## src/rtl/dm_port_ctrl_pkg.sv

```systemverilog
// Shared definitions for the data-memory port controller: state encoding,
// port identifiers and the default memory geometry.
package dm_port_ctrl_pkg;

    localparam int DEPTH_DEF = 4096;
    localparam int IDX_W_DEF = 12;

    typedef enum logic {
        ST_CLEAR = 1'b0,
        ST_RUN   = 1'b1
    } state_e;

    localparam logic PORT_CPU = 1'b0;
    localparam logic PORT_DBG = 1'b1;

endpackage

```

## src/rtl/dm_port_ctrl_rr_arb2.sv

```systemverilog
// Two-requester round-robin pick: on a conflict the port that did not win
// most recently is granted; a lone requester always wins.
module rr_arb2
    import dm_port_ctrl_pkg::*;
(
    input  logic req_cpu,
    input  logic req_dbg,
    input  logic last,
    output logic gnt_cpu,
    output logic gnt_dbg
);

    always_comb begin
        gnt_cpu = req_cpu && (!req_dbg || (last == PORT_DBG));
        gnt_dbg = req_dbg && (!req_cpu || (last == PORT_CPU));
    end

endmodule

```

## src/rtl/dm_port_ctrl.sv

```systemverilog
// Shares the single-port data memory between the CPU and debug ports and
// sequences a one-word-per-cycle zero-fill sweep after reset or on request.
module dm_port_ctrl
    import dm_port_ctrl_pkg::*;
#(
    parameter int DEPTH = DEPTH_DEF,
    parameter int IDX_W = IDX_W_DEF
) (
    input  logic        clk,
    input  logic        reset,
    input  logic        cpu_req,
    input  logic        cpu_we,
    input  logic [31:0] cpu_addr,
    input  logic [31:0] cpu_wdata,
    input  logic [31:0] cpu_pc,
    output logic        cpu_gnt,
    output logic [31:0] cpu_rdata,
    input  logic        dbg_req,
    input  logic        dbg_we,
    input  logic [31:0] dbg_addr,
    input  logic [31:0] dbg_wdata,
    output logic        dbg_gnt,
    output logic [31:0] dbg_rdata,
    input  logic        clr_start,
    output logic        busy,
    output logic        mem_we,
    output logic [31:0] mem_addr,
    output logic [31:0] mem_wdata,
    output logic [31:0] mem_pc,
    output logic        mem_clr,
    input  logic [31:0] mem_rdata
);

    localparam logic [IDX_W-1:0] LAST_IDX = IDX_W'(DEPTH - 1);

    state_e             state_q, state_d;
    logic [IDX_W-1:0]   clr_idx_q, clr_idx_d;
    logic               last_q, last_d;
    logic               arb_cpu, arb_dbg;

    // Only the word-index bits reach the memory; the rest are dropped so
    // addresses wrap modulo DEPTH.
    logic unused_addr_bits;
    assign unused_addr_bits = ^{cpu_addr[31:IDX_W+2], cpu_addr[1:0],
                                dbg_addr[31:IDX_W+2], dbg_addr[1:0]};

    function automatic logic [31:0] word_addr(input logic [IDX_W-1:0] idx);
        logic [31:0] r;
        r = '0;
        r[IDX_W+1:2] = idx;
        return r;
    endfunction

    rr_arb2 u_arb (
        .req_cpu (cpu_req),
        .req_dbg (dbg_req),
        .last    (last_q),
        .gnt_cpu (arb_cpu),
        .gnt_dbg (arb_dbg)
    );

    always_ff @(posedge clk or posedge reset) begin
        if (reset) begin
            state_q   <= ST_CLEAR;
            clr_idx_q <= '0;
            last_q    <= PORT_DBG;
        end else begin
            state_q   <= state_d;
            clr_idx_q <= clr_idx_d;
            last_q    <= last_d;
        end
    end

    // Outputs are held quiet (busy excepted) while reset is high so no
    // sweep write escapes before the first edge after release.
    always_comb begin
        state_d   = state_q;
        clr_idx_d = clr_idx_q;
        last_d    = last_q;
        cpu_gnt   = 1'b0;
        dbg_gnt   = 1'b0;
        cpu_rdata = '0;
        dbg_rdata = '0;
        busy      = 1'b0;
        mem_we    = 1'b0;
        mem_addr  = '0;
        mem_wdata = '0;
        mem_pc    = '0;
        mem_clr   = 1'b0;

        if (reset) begin
            busy = 1'b1;
        end else begin
            case (state_q)
                ST_CLEAR: begin
                    busy      = 1'b1;
                    mem_we    = 1'b1;
                    mem_clr   = 1'b1;
                    mem_addr  = word_addr(clr_idx_q);
                    clr_idx_d = clr_idx_q + 1'b1;
                    if (clr_idx_q == LAST_IDX) begin
                        clr_idx_d = '0;
                        state_d   = ST_RUN;
                    end
                end
                ST_RUN: begin
                    if (clr_start) begin
                        state_d   = ST_CLEAR;
                        clr_idx_d = '0;
                    end else begin
                        cpu_rdata = mem_rdata;
                        dbg_rdata = mem_rdata;
                        cpu_gnt   = arb_cpu;
                        dbg_gnt   = arb_dbg;
                        if (arb_cpu) begin
                            mem_we    = cpu_we;
                            mem_addr  = word_addr(cpu_addr[IDX_W+1:2]);
                            mem_wdata = cpu_wdata;
                            mem_pc    = cpu_we ? cpu_pc : 32'h0;
                            last_d    = PORT_CPU;
                        end else if (arb_dbg) begin
                            mem_we    = dbg_we;
                            mem_addr  = word_addr(dbg_addr[IDX_W+1:2]);
                            mem_wdata = dbg_wdata;
                            last_d    = PORT_DBG;
                        end
                    end
                end
                default: begin
                    state_d = ST_CLEAR;
                end
            endcase
        end
    end

endmodule

```

## config.mk

```make
export PLATFORM = sky130hd
export DESIGN_NAME = dm_port_ctrl
export DESIGN_NICKNAME = d
export VERILOG_FILES = /design/src/rtl/dm_port_ctrl_pkg.sv /design/src/rtl/dm_port_ctrl_rr_arb2.sv /design/src/rtl/dm_port_ctrl.sv
export SDC_FILE = /design/constraint.sdc
export NUM_CORES = 1
export LEC_CHECK = 0
export ABC_AREA = 1
export CORE_AREA = 2 2 142 144
export CTS_CLUSTER_DIAMETER = 60
export DETAILED_ROUTE_END_ITERATION = 12
export DIE_AREA = 0 0 144 146
export GPL_TIMING_DRIVEN = 1
export PLACE_DENSITY = 0.5
export SLEW_MARGIN = 20
export SYNTH_ARGS = -nofsm -noshare
export SYNTH_HDL_FRONTEND = slang
export SYNTH_SLANG_ARGS = --single-unit
export TNS_END_PERCENT = 5
```

## constraint.sdc

```tcl
create_clock -name clk -period 3.1 [get_ports clk]
set_input_delay 0.31 -clock clk [delete_from_list [all_inputs] [get_ports clk]]
set_output_delay 0.31 -clock clk [all_outputs]
set_load 0.01 [all_outputs]
```

==> results.py <==
metrics = {
    "final_layout": {
        "final_util_pct": 28.4,
        "area.growth.synth_to_final_pct": 131,
        "final_cell_mix": "clkdlybuf4s50_1 (303), nand2_1 (192), nor2_1 (76), inv_1 (53), conb_1 (20)",
        "antenna_cells": 0,
        "final_common_cell": "clkdlybuf4s50_1",
        "num-nets-final": 919,
        "drive_gt1_share_pct": 2.51,
    },
    "clocking": {
        "cts_tree": "yes",
        "clock_sinks": 14,
        "clkLatencyLatePin_ns": 0.25,
        "cts_resized": 0,
        "postCtsSetupBuffers": 0,
        "clkTransAtPathRegs_ns": 0.05,
        "postCtsHoldBufs": 0,
        "cts_max_level": 1,
        "clk_path_buf_depth": 2,
        "cts_buffers": 3,
        "clockRootBuffer": "clkbuf_16",
    },
    "critical_path": {
        "reg2reg_from": "last_q$_DFFE_PP1P_",
        "crit_top_cell": "nand2_1",
        "path_cells": "clkdlybuf4s50_1 -> inv_2 -> nand3_4 -> buf_6 -> inv_2 -> nand2_1 -> clkinv_2 -> buf_12 -> nand2_1 -> nand2_1 -> clkdlybuf4s50_1",
        "path_max_fanout": 33,
        "critPathRequiredTime_ns": 2.79,
        "worstSetupPathType": "in -> out",
        "r2r.worst_path.cells": 4,
        "crit_path_end_kind": "output port",
        "cp-startpoint": "reset",
        "ff2ff_setup_slack_ns": 1.47,
        "crit_buf_inv": 7,
        "critical_path.top_delay_family": "buffers and inverters",
        "worstPathArrival_ns": 2.58,
        "path_depth": 11,
        "timing.rr.end": "last_q$_DFFE_PP1P_",
        "endpoint": "mem_wdata[25]",
        "max_stage_delay_ns": 0.51,
        "start_kind": "input port",
        "critPathSlowestCell": "clkdlybuf4s50_1",
    },
    "place": {
        "dp_slack_ns": 0.0462,
        "dpl.hpwl_um": 10400,
        "gp_congestion": 0.769,
        "port_buffers": 303,
    },
    "floorplanning": {
        "pin_count": 364,
        "die_h_um": 146,
        "fp.dieW_um": 144,
        "initial_utilization_pct": 12.3,
        "rows": 51,
        "fp.coreArea_um2": 19300,
        "die_area_um2": 21000,
    },
    "timing": {
        "skew_ns": 0.00191,
        "period_minus_slack_ns": 2.89,
        "worst_slew_pin_slew_ns": 0.614,
        "fin_crit_sh_pct": 93.2,
        "hold_viol": 0,
        "relSlewSlack_pct": 59.0,
        "report.final.slew_viol_count": 0,
        "max_freq_ghz": 0.346,
        "setup_slack_ns": 0.211,
        "setup_viol": 0,
        "grt_setup_unrepaired": "no",
    },
    "synthesis": {
        "syn_area_um2": 2380,
        "synth_ff_type": "dfrtp_1",
        "synth-seq-area-share_pct": 14.8,
        "synth-edff-count": 0,
        "synth.avg_cell_area_um2": 5.22,
        "yosysWarnings": 0,
        "syn_inst": 455,
        "async_reset_ff_share_pct": 100,
        "synth_seq_cells": 14,
        "netlist-cell-type-count": 26,
    },
    "detailed_routing": {
        "drt-initial-drc-count": 112,
        "dr_total_vias": 3381,
        "maxUsedRoutingLayer": "met4",
        "met1_length_um": 5120,
        "vias_per_cell": 3.44,
        "dr_wl_met2_um": 6360,
        "routedWlPerCell_um": 12.8,
        "wl_um": 12500,
        "dr_wl_met3_um": 965,
        "drtAntennaViolNets": 0,
        "drc": 0,
        "first_pass_iters": 4,
    },
    "outcome": {
        "status": "complete, no violations",
    },
    "grt": {
        "grt_pass1_vias": 3097,
        "grt_start_max_net_pins": 34,
        "grt.overflow.total": 0,
        "grt_pass1_wl_um": 18000,
        "antenna_found_initial": 0,
        "grtUsageTotal_pct": 11.0,
    },
    "power_and_ir_drop": {
        "p_total_mw": 0.953,
        "peakVddDrop_mv": 0.191,
        "p_per_area_nw_per_um2": 173,
        "power.leakage_nw": 2.28,
    },
    "worst_hold_path": {
        "worstHoldPathType": "in -> async",
    },
    "flow_run": {
        "maxCapViolCount": 0,
    },
}
## per-stage QoR
step / hold WS (ns) / cell area [µm²] / setup TNS, ns / cells
floorplan: 0.155 / 2450 / 0 / 474
global placement: 0.518 / 5380 / -0.0656 / 978
detailed placement: 0.522 / 5400 / 0 / 979
CTS: 0.512 / 5490 / 0 / 983
global route: 0.537 / 5500 / 0 / 983
finish: 0.499 / 5500 / 0 / 983
## tightest hold or removal path: stages
cell and delay (ns):
clkdlybuf4s50_1 0.45, inv_2 0.10, buf_4 0.26
## layout make-up
class                   count  area, µm²
fillers                  2144      13800
repair buffers            310       3120
multi-input cells         334       1390
flip-flops and latches     14        352
well taps                 265        332
inverters                  56        211
clock buffers               4       88.8
## cell families after synthesis
kind of cell | count (synthesis) | share of synthesized area [%]
AND/OR/NAND/NOR | 283 | 46.4
AO/OA/AOI/OAI | 26 | 6.95
buffers and inverters | 126 | 29.6
XOR/XNOR | 4 | 1.47
adder cells (fa/ha/maj) | 1 | 0.527
other | 1 | 0.158
flip-flops | 14 | 14.8
## where the power goes
| group | internal [mW] | switching, mW | total (mW) |
|---|---|---|---|
| registers | 0.219 | 0.0363 | 0.256 |
| logic | 0.264 | 0.158 | 0.422 |
| clock network | 0.196 | 0.0792 | 0.275 |
## sequential cells by signal, indices dropped and copies added (netlist names)
register / flops
clr_idx_q: 12
last_q: 1
state_q: 1
## how the worst min path moves through the flow
stage | start | endpoint | slack, ns | depth (start not counted)
finish | reset | clr_idx_q[11]$_DFFE_PP0P_ | 0.50 | 3
global placement | last_q$_DFFE_PP1P_ | last_q$_DFFE_PP1P_ | 0.52 | 2
CTS | reset | clr_idx_q[11]$_DFFE_PP0P_ | 0.51 | 3
global route | reset | clr_idx_q[5]$_DFFE_PP0P_ | 0.54 | 3
floorplan | reset | clr_idx_q[0]$_DFFE_PP0P_ | 0.16 | 1
detailed placement | last_q$_DFFE_PP1P_ | last_q$_DFFE_PP1P_ | 0.52 | 2
## routing by layer
metal,GRT usage [%],vias to the layer above
met3,1.48,7
met4,1.76,0
li1,-,1816
met1,13.3,1429
met5,0,-
met2,20.5,129
## synth_stat cells (3+ instances only)
cell type  count  area share (%)
buf_2         10             2.1
buf_4         56              18
clkbuf_1       3            0.47
dfrtp_1       13              14
inv_1         53             8.4
nand2_1      192              30
nand3_1       10             2.1
nor2_1        76              12
o211ai_1      11             3.5
o21ai_0        8             1.7
o22ai_1        3            0.79
xor2_1         3             1.1
Note: power is estimated with default switching activity, not from simulation.
